### config.mk
export PLATFORM = sky130hd
export DESIGN_NAME = nn_sekvencer_flat
export DESIGN_NICKNAME = d
export VERILOG_FILES = /design/src/rtl/nn_pkg.sv /design/src/rtl/nn_sekvencer_if.sv /design/src/rtl/nn_uzorak_spremnik.sv /design/src/rtl/nn_sekvencer.sv /design/src/flat_wrapper.sv
export SDC_FILE = /design/constraint.sdc
export NUM_CORES = 2
export LEC_CHECK = 0
export CAP_MARGIN = 10
export CORE_AREA = 2 2 409 411
export CTS_BUF_LIST = sky130_fd_sc_hd__clkbuf_8
export DETAILED_ROUTE_END_ITERATION = 16
export DIE_AREA = 0 0 411 413
export PLACE_DENSITY = 0.42
export SYNTH_ARGS = -nofsm -noshare
export SYNTH_HDL_FRONTEND = slang
export SYNTH_SLANG_ARGS = --single-unit
### constraint.sdc
create_clock -name clk -period 6.2 [get_ports clk]
set_input_delay 0.93 -clock clk [delete_from_list [all_inputs] [get_ports clk]]
set_output_delay 0.93 -clock clk [all_outputs]
set_load 0.05 [all_outputs]
### src/rtl/nn_pkg.sv
// rtl/nn_pkg.sv - shared constants and types for the mine/rock classifier sequencer
package nn_pkg;

    localparam int N_ZNACAJKI = 60;
    localparam int W          = 16;
    localparam int N_SKRIVENI = 5;
    localparam int N_IZLAZ    = 2;

    typedef enum logic [1:0] {
        ST_LOAD   = 2'd0,
        ST_SETTLE = 2'd1,
        ST_HOLD   = 2'd2
    } stanje_t;

    typedef logic signed [W-1:0] znacajka_t;

endpackage

### src/rtl/nn_sekvencer_if.sv
// rtl/nn_sekvencer_if.sv - feature input stream and result output stream of the sequencer
interface nn_sekvencer_if #(
    parameter int W = 16
);
    logic         in_valid;
    logic         in_ready;
    logic [W-1:0] in_znacajka;
    logic         in_last;

    logic         out_valid;
    logic         out_ready;
    logic [W-1:0] out_izlaz_1;
    logic [W-1:0] out_izlaz_2;
    logic         out_mina;

    // Feature producer / result consumer side
    modport master (
        output in_valid, in_znacajka, in_last, out_ready,
        input  in_ready, out_valid, out_izlaz_1, out_izlaz_2, out_mina
    );

    // Sequencer side
    modport slave (
        input  in_valid, in_znacajka, in_last, out_ready,
        output in_ready, out_valid, out_izlaz_1, out_izlaz_2, out_mina
    );
endinterface

### src/rtl/nn_uzorak_spremnik.sv
// rtl/nn_uzorak_spremnik.sv - indexed sample register with feature counter and frame check
module nn_uzorak_spremnik #(
    parameter int N_ZNACAJKI = 60,
    parameter int W          = 16
) (
    input  logic                    clk,
    input  logic                    rst_n,
    input  logic                    beat,
    input  logic [W-1:0]            znacajka,
    input  logic                    last,
    output logic [N_ZNACAJKI*W-1:0] uzorak,
    output logic                    okvir_ok,
    output logic                    okvir_greska
);
    import nn_pkg::*;

    localparam int            KW       = $clog2(N_ZNACAJKI);
    localparam logic [KW-1:0] K_ZADNJI = KW'(N_ZNACAJKI - 1);

    logic [KW-1:0]           k_q, k_d;
    logic [N_ZNACAJKI*W-1:0] uzorak_q, uzorak_d;
    logic                    zadnji;

    // A frame is good only when in_last coincides exactly with the final index
    assign zadnji       = (k_q == K_ZADNJI);
    assign okvir_ok     = beat & zadnji & last;
    assign okvir_greska = beat & (zadnji ^ last);
    assign uzorak       = uzorak_q;

    // Write the accepted feature at slot k; restart the count at any frame end (good or bad)
    always_comb begin
        uzorak_d = uzorak_q;
        k_d      = k_q;
        if (beat) begin
            uzorak_d[int'(k_q)*W +: W] = znacajka;
            if (okvir_ok || okvir_greska) begin
                k_d = '0;
            end else begin
                k_d = k_q + 1'b1;
            end
        end
    end

    // Sample and counter registers
    always_ff @(posedge clk) begin
        if (!rst_n) begin
            uzorak_q <= '0;
            k_q      <= '0;
        end else begin
            uzorak_q <= uzorak_d;
            k_q      <= k_d;
        end
    end

endmodule

### src/rtl/nn_sekvencer.sv
// rtl/nn_sekvencer.sv - load / settle / hold sequencer around the combinational classifier
module nn_sekvencer #(
    parameter int N_ZNACAJKI = 60,
    parameter int W          = 16,
    parameter int SETTLE     = 4
) (
    input  logic                    clk,
    input  logic                    rst_n,
    nn_sekvencer_if.slave           bus,
    output logic [N_ZNACAJKI*W-1:0] uzorak,
    input  logic [W-1:0]            izlaz_1,
    input  logic [W-1:0]            izlaz_2,
    output logic                    greska,
    input  logic                    clear_greska
);
    import nn_pkg::*;

    localparam logic [7:0] CNT_ZADNJI = 8'(SETTLE - 1);

    stanje_t      state_q, state_d;
    logic [7:0]   cnt_q, cnt_d;
    logic [W-1:0] izlaz_1_q, izlaz_1_d;
    logic [W-1:0] izlaz_2_q, izlaz_2_d;
    logic         mina_q, mina_d;
    logic         greska_q, greska_d;
    logic         in_ready_q, in_ready_d;
    logic         out_valid_q, out_valid_d;

    logic         beat;
    logic         okvir_ok;
    logic         okvir_greska;

    // in_ready is only ever high in LOAD, so it alone gates acceptance
    assign beat = bus.in_valid & in_ready_q;

    nn_uzorak_spremnik #(
        .N_ZNACAJKI (N_ZNACAJKI),
        .W          (W)
    ) u_spremnik (
        .clk          (clk),
        .rst_n        (rst_n),
        .beat         (beat),
        .znacajka     (bus.in_znacajka),
        .last         (bus.in_last),
        .uzorak       (uzorak),
        .okvir_ok     (okvir_ok),
        .okvir_greska (okvir_greska)
    );

    // Next state, settle count, result capture and sticky error (set beats clear)
    always_comb begin
        state_d   = state_q;
        cnt_d     = cnt_q;
        izlaz_1_d = izlaz_1_q;
        izlaz_2_d = izlaz_2_q;
        mina_d    = mina_q;
        greska_d  = greska_q;

        case (state_q)
            ST_LOAD: begin
                if (okvir_ok) begin
                    state_d = ST_SETTLE;
                    cnt_d   = '0;
                end
            end
            ST_SETTLE: begin
                cnt_d = cnt_q + 8'd1;
                if (cnt_q == CNT_ZADNJI) begin
                    izlaz_1_d = izlaz_1;
                    izlaz_2_d = izlaz_2;
                    mina_d    = ($signed(izlaz_1) > $signed(izlaz_2));
                    state_d   = ST_HOLD;
                end
            end
            ST_HOLD: begin
                if (out_valid_q && bus.out_ready) begin
                    state_d = ST_LOAD;
                end
            end
            default: begin
                state_d = ST_LOAD;
            end
        endcase

        if (okvir_greska) begin
            greska_d = 1'b1;
        end else if (clear_greska) begin
            greska_d = 1'b0;
        end

        in_ready_d  = (state_d == ST_LOAD);
        out_valid_d = (state_d == ST_HOLD);
    end

    // FSM and output registers
    always_ff @(posedge clk) begin
        if (!rst_n) begin
            state_q     <= ST_LOAD;
            cnt_q       <= '0;
            izlaz_1_q   <= '0;
            izlaz_2_q   <= '0;
            mina_q      <= 1'b0;
            greska_q    <= 1'b0;
            in_ready_q  <= 1'b1;
            out_valid_q <= 1'b0;
        end else begin
            state_q     <= state_d;
            cnt_q       <= cnt_d;
            izlaz_1_q   <= izlaz_1_d;
            izlaz_2_q   <= izlaz_2_d;
            mina_q      <= mina_d;
            greska_q    <= greska_d;
            in_ready_q  <= in_ready_d;
            out_valid_q <= out_valid_d;
        end
    end

    assign bus.in_ready    = in_ready_q;
    assign bus.out_valid   = out_valid_q;
    assign bus.out_izlaz_1 = izlaz_1_q;
    assign bus.out_izlaz_2 = izlaz_2_q;
    assign bus.out_mina    = mina_q;
    assign greska          = greska_q;

endmodule
### src/flat_wrapper.sv
// flat-port wrapper written by rule: the top's interface ports become plain ports
module nn_sekvencer_flat import nn_pkg::*;
#(
    parameter int N_ZNACAJKI = 60,
    parameter int W          = 16,
    parameter int SETTLE     = 4
)
  (clk, rst_n, uzorak, izlaz_1, izlaz_2, greska, clear_greska, bus_in_valid, bus_in_znacajka, bus_in_last, bus_out_ready, bus_in_ready, bus_out_valid, bus_out_izlaz_1, bus_out_izlaz_2, bus_out_mina);
  nn_sekvencer_if #(.W(W)) bus_i ();
  input  logic clk;
  input  logic rst_n;
  output logic [N_ZNACAJKI*W-1:0] uzorak;
  input  logic [W-1:0] izlaz_1;
  input  logic [W-1:0] izlaz_2;
  output logic greska;
  input  logic clear_greska;
  input wire logic [$bits(bus_i.in_valid)-1:0] bus_in_valid;
  input wire logic [$bits(bus_i.in_znacajka)-1:0] bus_in_znacajka;
  input wire logic [$bits(bus_i.in_last)-1:0] bus_in_last;
  input wire logic [$bits(bus_i.out_ready)-1:0] bus_out_ready;
  output wire logic [$bits(bus_i.in_ready)-1:0] bus_in_ready;
  output wire logic [$bits(bus_i.out_valid)-1:0] bus_out_valid;
  output wire logic [$bits(bus_i.out_izlaz_1)-1:0] bus_out_izlaz_1;
  output wire logic [$bits(bus_i.out_izlaz_2)-1:0] bus_out_izlaz_2;
  output wire logic [$bits(bus_i.out_mina)-1:0] bus_out_mina;
  assign bus_i.in_valid = bus_in_valid;
  assign bus_i.in_znacajka = bus_in_znacajka;
  assign bus_i.in_last = bus_in_last;
  assign bus_i.out_ready = bus_out_ready;
  assign bus_in_ready = bus_i.in_ready;
  assign bus_out_valid = bus_i.out_valid;
  assign bus_out_izlaz_1 = bus_i.out_izlaz_1;
  assign bus_out_izlaz_2 = bus_i.out_izlaz_2;
  assign bus_out_mina = bus_i.out_mina;
  nn_sekvencer #(.N_ZNACAJKI(N_ZNACAJKI), .W(W), .SETTLE(SETTLE)) u_core (.clk(clk), .rst_n(rst_n), .bus(bus_i), .uzorak(uzorak), .izlaz_1(izlaz_1), .izlaz_2(izlaz_2), .greska(greska), .clear_greska(clear_greska));
endmodule
**After elaboration in Yosys (flattened, before gate mapping)**

Cells that the tools add are included.

- Add/subtract/negate cells: 3
- $lt $le $gt $ge: 1
- Eq/ne operators: 6
- Shift operators: 2
- Mux-type cells: 10
- Bitwise operators: 5
- Reductions and logical operators: 8

Operators with widths:

| operator | count |
|---|---|
| $bwmux 960 | 1 |
| $shift 16x33->960 const A | 1 |
| $shiftx 16x33->960 | 1 |
| $neg 10->33 | 1 |
| $gt 16x16->1 | 1 |
| $pmux 8 s2 | 1 |
| $add 8x1->8 const B | 1 |
| $eq 8x2->1 const B | 1 |
| $mux 8 | 1 |
| $add 6x1->6 const B | 1 |
| $eq 6x6->1 const B | 1 |
| $mux 2 | 3 |
| $mux 6 | 1 |
| $pmux 2 s3 | 1 |
| $and 1x1->1 | 4 |
| $eq 2x2->1 const B | 2 |
| $logic_not 2->1 | 2 |
| $reduce_and 2->1 | 2 |
| $reduce_bool 2->1 | 2 |
| $eq 2x1->1 const B | 1 |
| $mux 1 | 2 |
| $ne 2x2->1 const B | 1 |
| $logic_and 1x1->1 | 1 |
| $logic_or 1x1->1 | 1 |
| $xor 1x1->1 | 1 |

- Register bits: 1012
- Input port bits: 54
- Output and inout bits: 996

**Depth between registers and ports, before layout**

- Depth after elaboration: 6
- Gate-level depth with buffers: 13

**Modules after synthesis**

From an unflattened synthesis, not the netlist that was laid out.

- Cells, all modules: 4187
- Area, all modules: 38796.0 um2

By module, submodules not included:

| module | instances | cells each | area each (um2) |
|---|---|---|---|
| nn_uzorak_spremnik | 1 | 3915 | 36632.6 |
| nn_sekvencer | 1 | 272 | 2163.3 |

**Worst setup path after synthesis**

Ideal clock, no wire load.

- Path type: reg-to-reg
- From: reg u_core.u_spremnik.k_q[2]
- To: reg u_core.u_spremnik.uzorak_q[774] (netlist: u_core.u_spremnik.uzorak[774])
- Library setup time: 72 ps
- Arrival time: 3149 ps
- Slack: 2979 ps
- Stages on the path, launching flop included: 12
- Path buffers: 3
- Path through: dfxtp_1 > buf_4 > buf_2 > nor4_1 > nor2b_1 > ha_1 > and3b_1 > a21boi_2 > nand3_1 > nor2_2 > buf_2 > mux2i_1

- Word-level cells in the longest chain between the ends: 3
- Elaborated cells between the ends (all ways): 4
- Classes of those cells: add/sub (1); shift (2); mux (1)

RTL lines:

| item | line | source |
|---|---|---|
| start, declared | nn_uzorak_spremnik.sv:20 | `logic [KW-1:0] k_q, k_d;` |
| start signal, assigned | nn_uzorak_spremnik.sv:51 | `k_q <= k_d;` |
| $neg 10->33 * | nn_uzorak_spremnik.sv:35 | `uzorak_d[int'(k_q)*W +: W] = znacajka;` |
| $shiftx 16x33->960 / $shift 16x33->960 (equally long branches) | nn_uzorak_spremnik.sv:35 |  |
| $bwmux 960 * | nn_uzorak_spremnik.sv:35 |  |
| end signal, assigned | nn_uzorak_spremnik.sv:50 | `uzorak_q <= uzorak_d;` |
| end, declared | nn_uzorak_spremnik.sv:21 | `logic [N_ZNACAJKI*W-1:0] uzorak_q, uzorak_d;` |

Mark *: on every way between the ends. The rest lies on a longest branch, timed or not.
A chain may end at the register's enable or synchronous reset.

**Worst setup path after layout**

- From: reg u_core.u_spremnik.k_q[1]
- To: reg u_core.u_spremnik.uzorak_q[506] (netlist: u_core.u_spremnik.uzorak[506])

The elaborated chain is that of the path after synthesis.

==> results.toml <==
[critical_path]
critical_path_class = "flop to flop"
worstSetupEndpoint = "u_core.u_spremnik.uzorak[506]"
reg2reg_to = "u_core.u_spremnik.uzorak[506]"
crit_start = "u_core.u_spremnik.k_q[1]"
reg2reg_slack_ps = 920
critPathLaunchType = "flop"
rr_worst_depth = 7
cp_max_fo = 24
critical_path_required_ps = 7040
crit_slowest_cell = "nor2_2"
end_kind = "flop"
cp.arrival_ps = 6120
cpPeakStageDelay_ps = 1170
timing.rr.start = "u_core.u_spremnik.k_q[1]"
cp_cell_sequence = "inv_1, ha_1, nor3b_4, xor2_4, nand3_2, nor2_2, mux2i_1"

[synth]
synthDistinctLibCells = 64
synth_xor_area_frac = 0.00302
synth_cells = 4144
synth_compound_area_frac = 0.111
synthFlopType = "dfxtp_1"
synth_edf_count = 0
syn_area_per_cell_sq_um = 9.10
yosys_warnings = 0
synth_seq_area_share = 0.537
muxShareOfSynthArea = 0.0995
postSynth.asyncResetShare = 0
synth-seq-cells = 1012
syn_area_sq_um = 37700
yosys.area_share.simple = 0.200
synth_top_family_by_area = "simple AND/OR/NAND/NOR gates"
synth_fa_ha_area_frac = 0.00664
synth_nets = 4218

[global_routing]
grt_max_degree = 191
grt-ovfl-total = 0
use_met1 = 0.297
use_met2 = 0.395
busiest_layer = "met2"
track_usage = 0.240
grt_antenna_before_repair = 19
use_met3 = 0.0722
grt_first_pass_wirelength_um = 285000
grt_pass1_vias = 33344

[power]
p_leak_nw = 18.0
power_density_nw_per_um2 = 259
ir_drop_mv = 0.227
p_total_mw = 14.1

[timing]
slew_headroom = 0.204
setup_viol = 0
worst_pin_slew_ps = 1190
finalMaxSlewViolations = 0
rsz0062_at_grt = "no"
min_period_over_period = 0.852
hold_viol_final = 0
clock_skew_ps = 43.2
fmax_ghz = 0.189
fin_crit_ps = 5280
tns_ps = 0

[clock_network]
cts_resized = 0
cts-root-buf = "clkbuf_8"
cts-hold-fix-buffers = 0
numClockSinks = 1012
cts_setup_buffers = 0
numCtsBuffers = 188
cts_buffer_depth = 3
clk_pin_slew_worst_paths_ps = 60
cts_tree = "built"
clock_latency_ps = 970
htreeDepth = 4

[final_layout]
fill_cells = 17468
nNetsFinal = 5197
layout-drive-gt1-share = 0.0929
final_cell_mix = "clkdlybuf4s50_1 (1033), dfxtp_1 (1012), nand2_1 (771)"
area_growth_pct = 44.8
ff_latch_area_sq_um = 20300
final_common_cell = "clkdlybuf4s50_1"
multi_input_area_sq_um = 16100

[place]
dp_hpwl_um = 156000
io_buffers = 1049
place.gp.congestion = 0.826

[drt]
drt_wl_total_um = 213000
drt_iter0_drc = 2414
final_antenna_net_count = 0
route.detailed.drc = 0
vias = 35183
via_per_inst = 4.70
wl_per_cell_um = 28.4
firstDrtPassIters = 5

[die]
initial_core_util = 0.227
rows = 150
die-area_sq_um = 170000
die_w_um = 411
io_pins = 1050
fp.dieH_um = 413
core-area_sq_um = 166000

[min_path]
hp-start = "rst_n"
holdPathStages = 3
hp-class = "primary input to flop"

[outcome]
outcome = "finished, final reports clean"

[job]
maxCapViolations = 0
-- worst min-delay path by stage --
stage,endpoint,slack [ps]
CTS,u_core.u_spremnik.uzorak[905],310
finish,u_core.u_spremnik.uzorak[46],450
global route,u_core.u_spremnik.uzorak[905],380
floorplan,u_core.cnt_q[4],480
detailed placement,u_core.u_spremnik.uzorak[12],450
global placement,u_core.u_spremnik.uzorak[8],440
-- per-layer routing --
metal | vias up | part of all wire
met3 | 276 | 0.074
met5 | - | 0
met1 | 17206 | 0.42
met4 | 0 | 0.033
li1 | 16530 | -
met2 | 1171 | 0.47
-- cells in the mapped netlist, drive strengths merged, types with 2 or more instances --
cell / number / share of area
a21boi: 3 / 0.00070
xnor2: 6 / 0.0016
nor2: 78 / 0.0098
nand2: 771 / 0.077
a31o: 9 / 0.0021
mux2i: 366 / 0.097
o21ai: 380 / 0.050
a21oi: 77 / 0.010
dfxtp: 1012 / 0.54
nand2b: 2 / 0.00033
nand3: 592 / 0.079
o211ai: 7 / 0.0014
and4: 3 / 0.00070
o31a: 2 / 0.00046
o21bai: 2 / 0.00040
and3b: 4 / 0.00093
mux2: 8 / 0.0024
or3: 18 / 0.0030
nor2b: 10 / 0.0017
buf: 85 / 0.011
a311oi: 2 / 0.00046
o22ai: 2 / 0.00033
or2: 5 / 0.00083
nor4: 15 / 0.0027
ha: 20 / 0.0066
a211oi: 5 / 0.0010
o21a: 5 / 0.0010
a2111oi: 8 / 0.0046
or4b: 2 / 0.00053
and4b: 2 / 0.00053
o41ai: 32 / 0.0074
nor3: 14 / 0.0019
nand4: 70 / 0.012
o31ai: 145 / 0.029
and3: 26 / 0.0043
inv: 28 / 0.0028
clkbuf: 287 / 0.029
xor2: 4 / 0.0014
and2: 24 / 0.0040
or4: 5 / 0.0010
-- final cells by class --
class / count / area share
sequential: 1012 / 0.371
inverter: 29 / 0.00204
tap: 2204 / 0.0505
antenna: 11 / 0.000504
multi-input combinational: 2731 / 0.295
clock inverter: 89 / 0.00979
timing repair buffer: 1161 / 0.207
clock buffer: 253 / 0.0638
-- registers in the layout, indices dropped and copies added, names as in the netlist --
register	flops
u_core.u_spremnik.uzorak	960
u_core.bus.out_izlaz_1	16
u_core.bus.out_izlaz_2	16
u_core.cnt_q	8
u_core.u_spremnik.k_q	6
u_core.state_q	2
u_core.bus.in_ready	1
u_core.bus.out_mina	1
u_core.bus.out_valid	1
u_core.greska	1
-- logic make-up (layout without fill, tap and decap cells) --
logic type,count (synthesis),after routing
and+or+nand+nor,1642,1642
DFF,1012,1012
AOI/OAI and AO/OA,685,685
buffers and inverters,401,1532
muxes,374,374
adders and majority gates,20,20
xor gates and xnor gates,10,10
other,0,11
-- stage by stage --
step | cell area, sq um | hold slack (ps) | setup slack [ps] | util | cells
after global placement | 50500 | 438 | 1010 | 0.305 | 7136
after floorplan | 37700 | 477 | 2980 | - | 4144
final | 54600 | 448 | 916 | 0.329 | 7490
after CTS | 54500 | 308 | 855 | 0.329 | 7478
after global routing | 54600 | 382 | 562 | 0.329 | 7480
after detailed placement | 50500 | 445 | 911 | 0.305 | 7136
-- worst max-delay path: cells and delay by family (launching register included) --
family / cells / cell delay [ps]
XOR/XNOR: 1 / 760
adder cells (fa/ha/maj): 1 / 710
multiplexers: 1 / 270
flip-flops: 1 / 460
AND/OR/NAND/NOR: 3 / 2560
buffers and inverters: 1 / 390
-- power breakdown --
group          leakage (nW)  internal (mW)  total, mW  switching (mW)
Clock                  2.29           3.76       6.86            3.10
Combinational          7.58          0.135      0.749           0.613
Sequential             8.15           6.51       6.52         0.00585
Power figures use the tool's default switching activity.
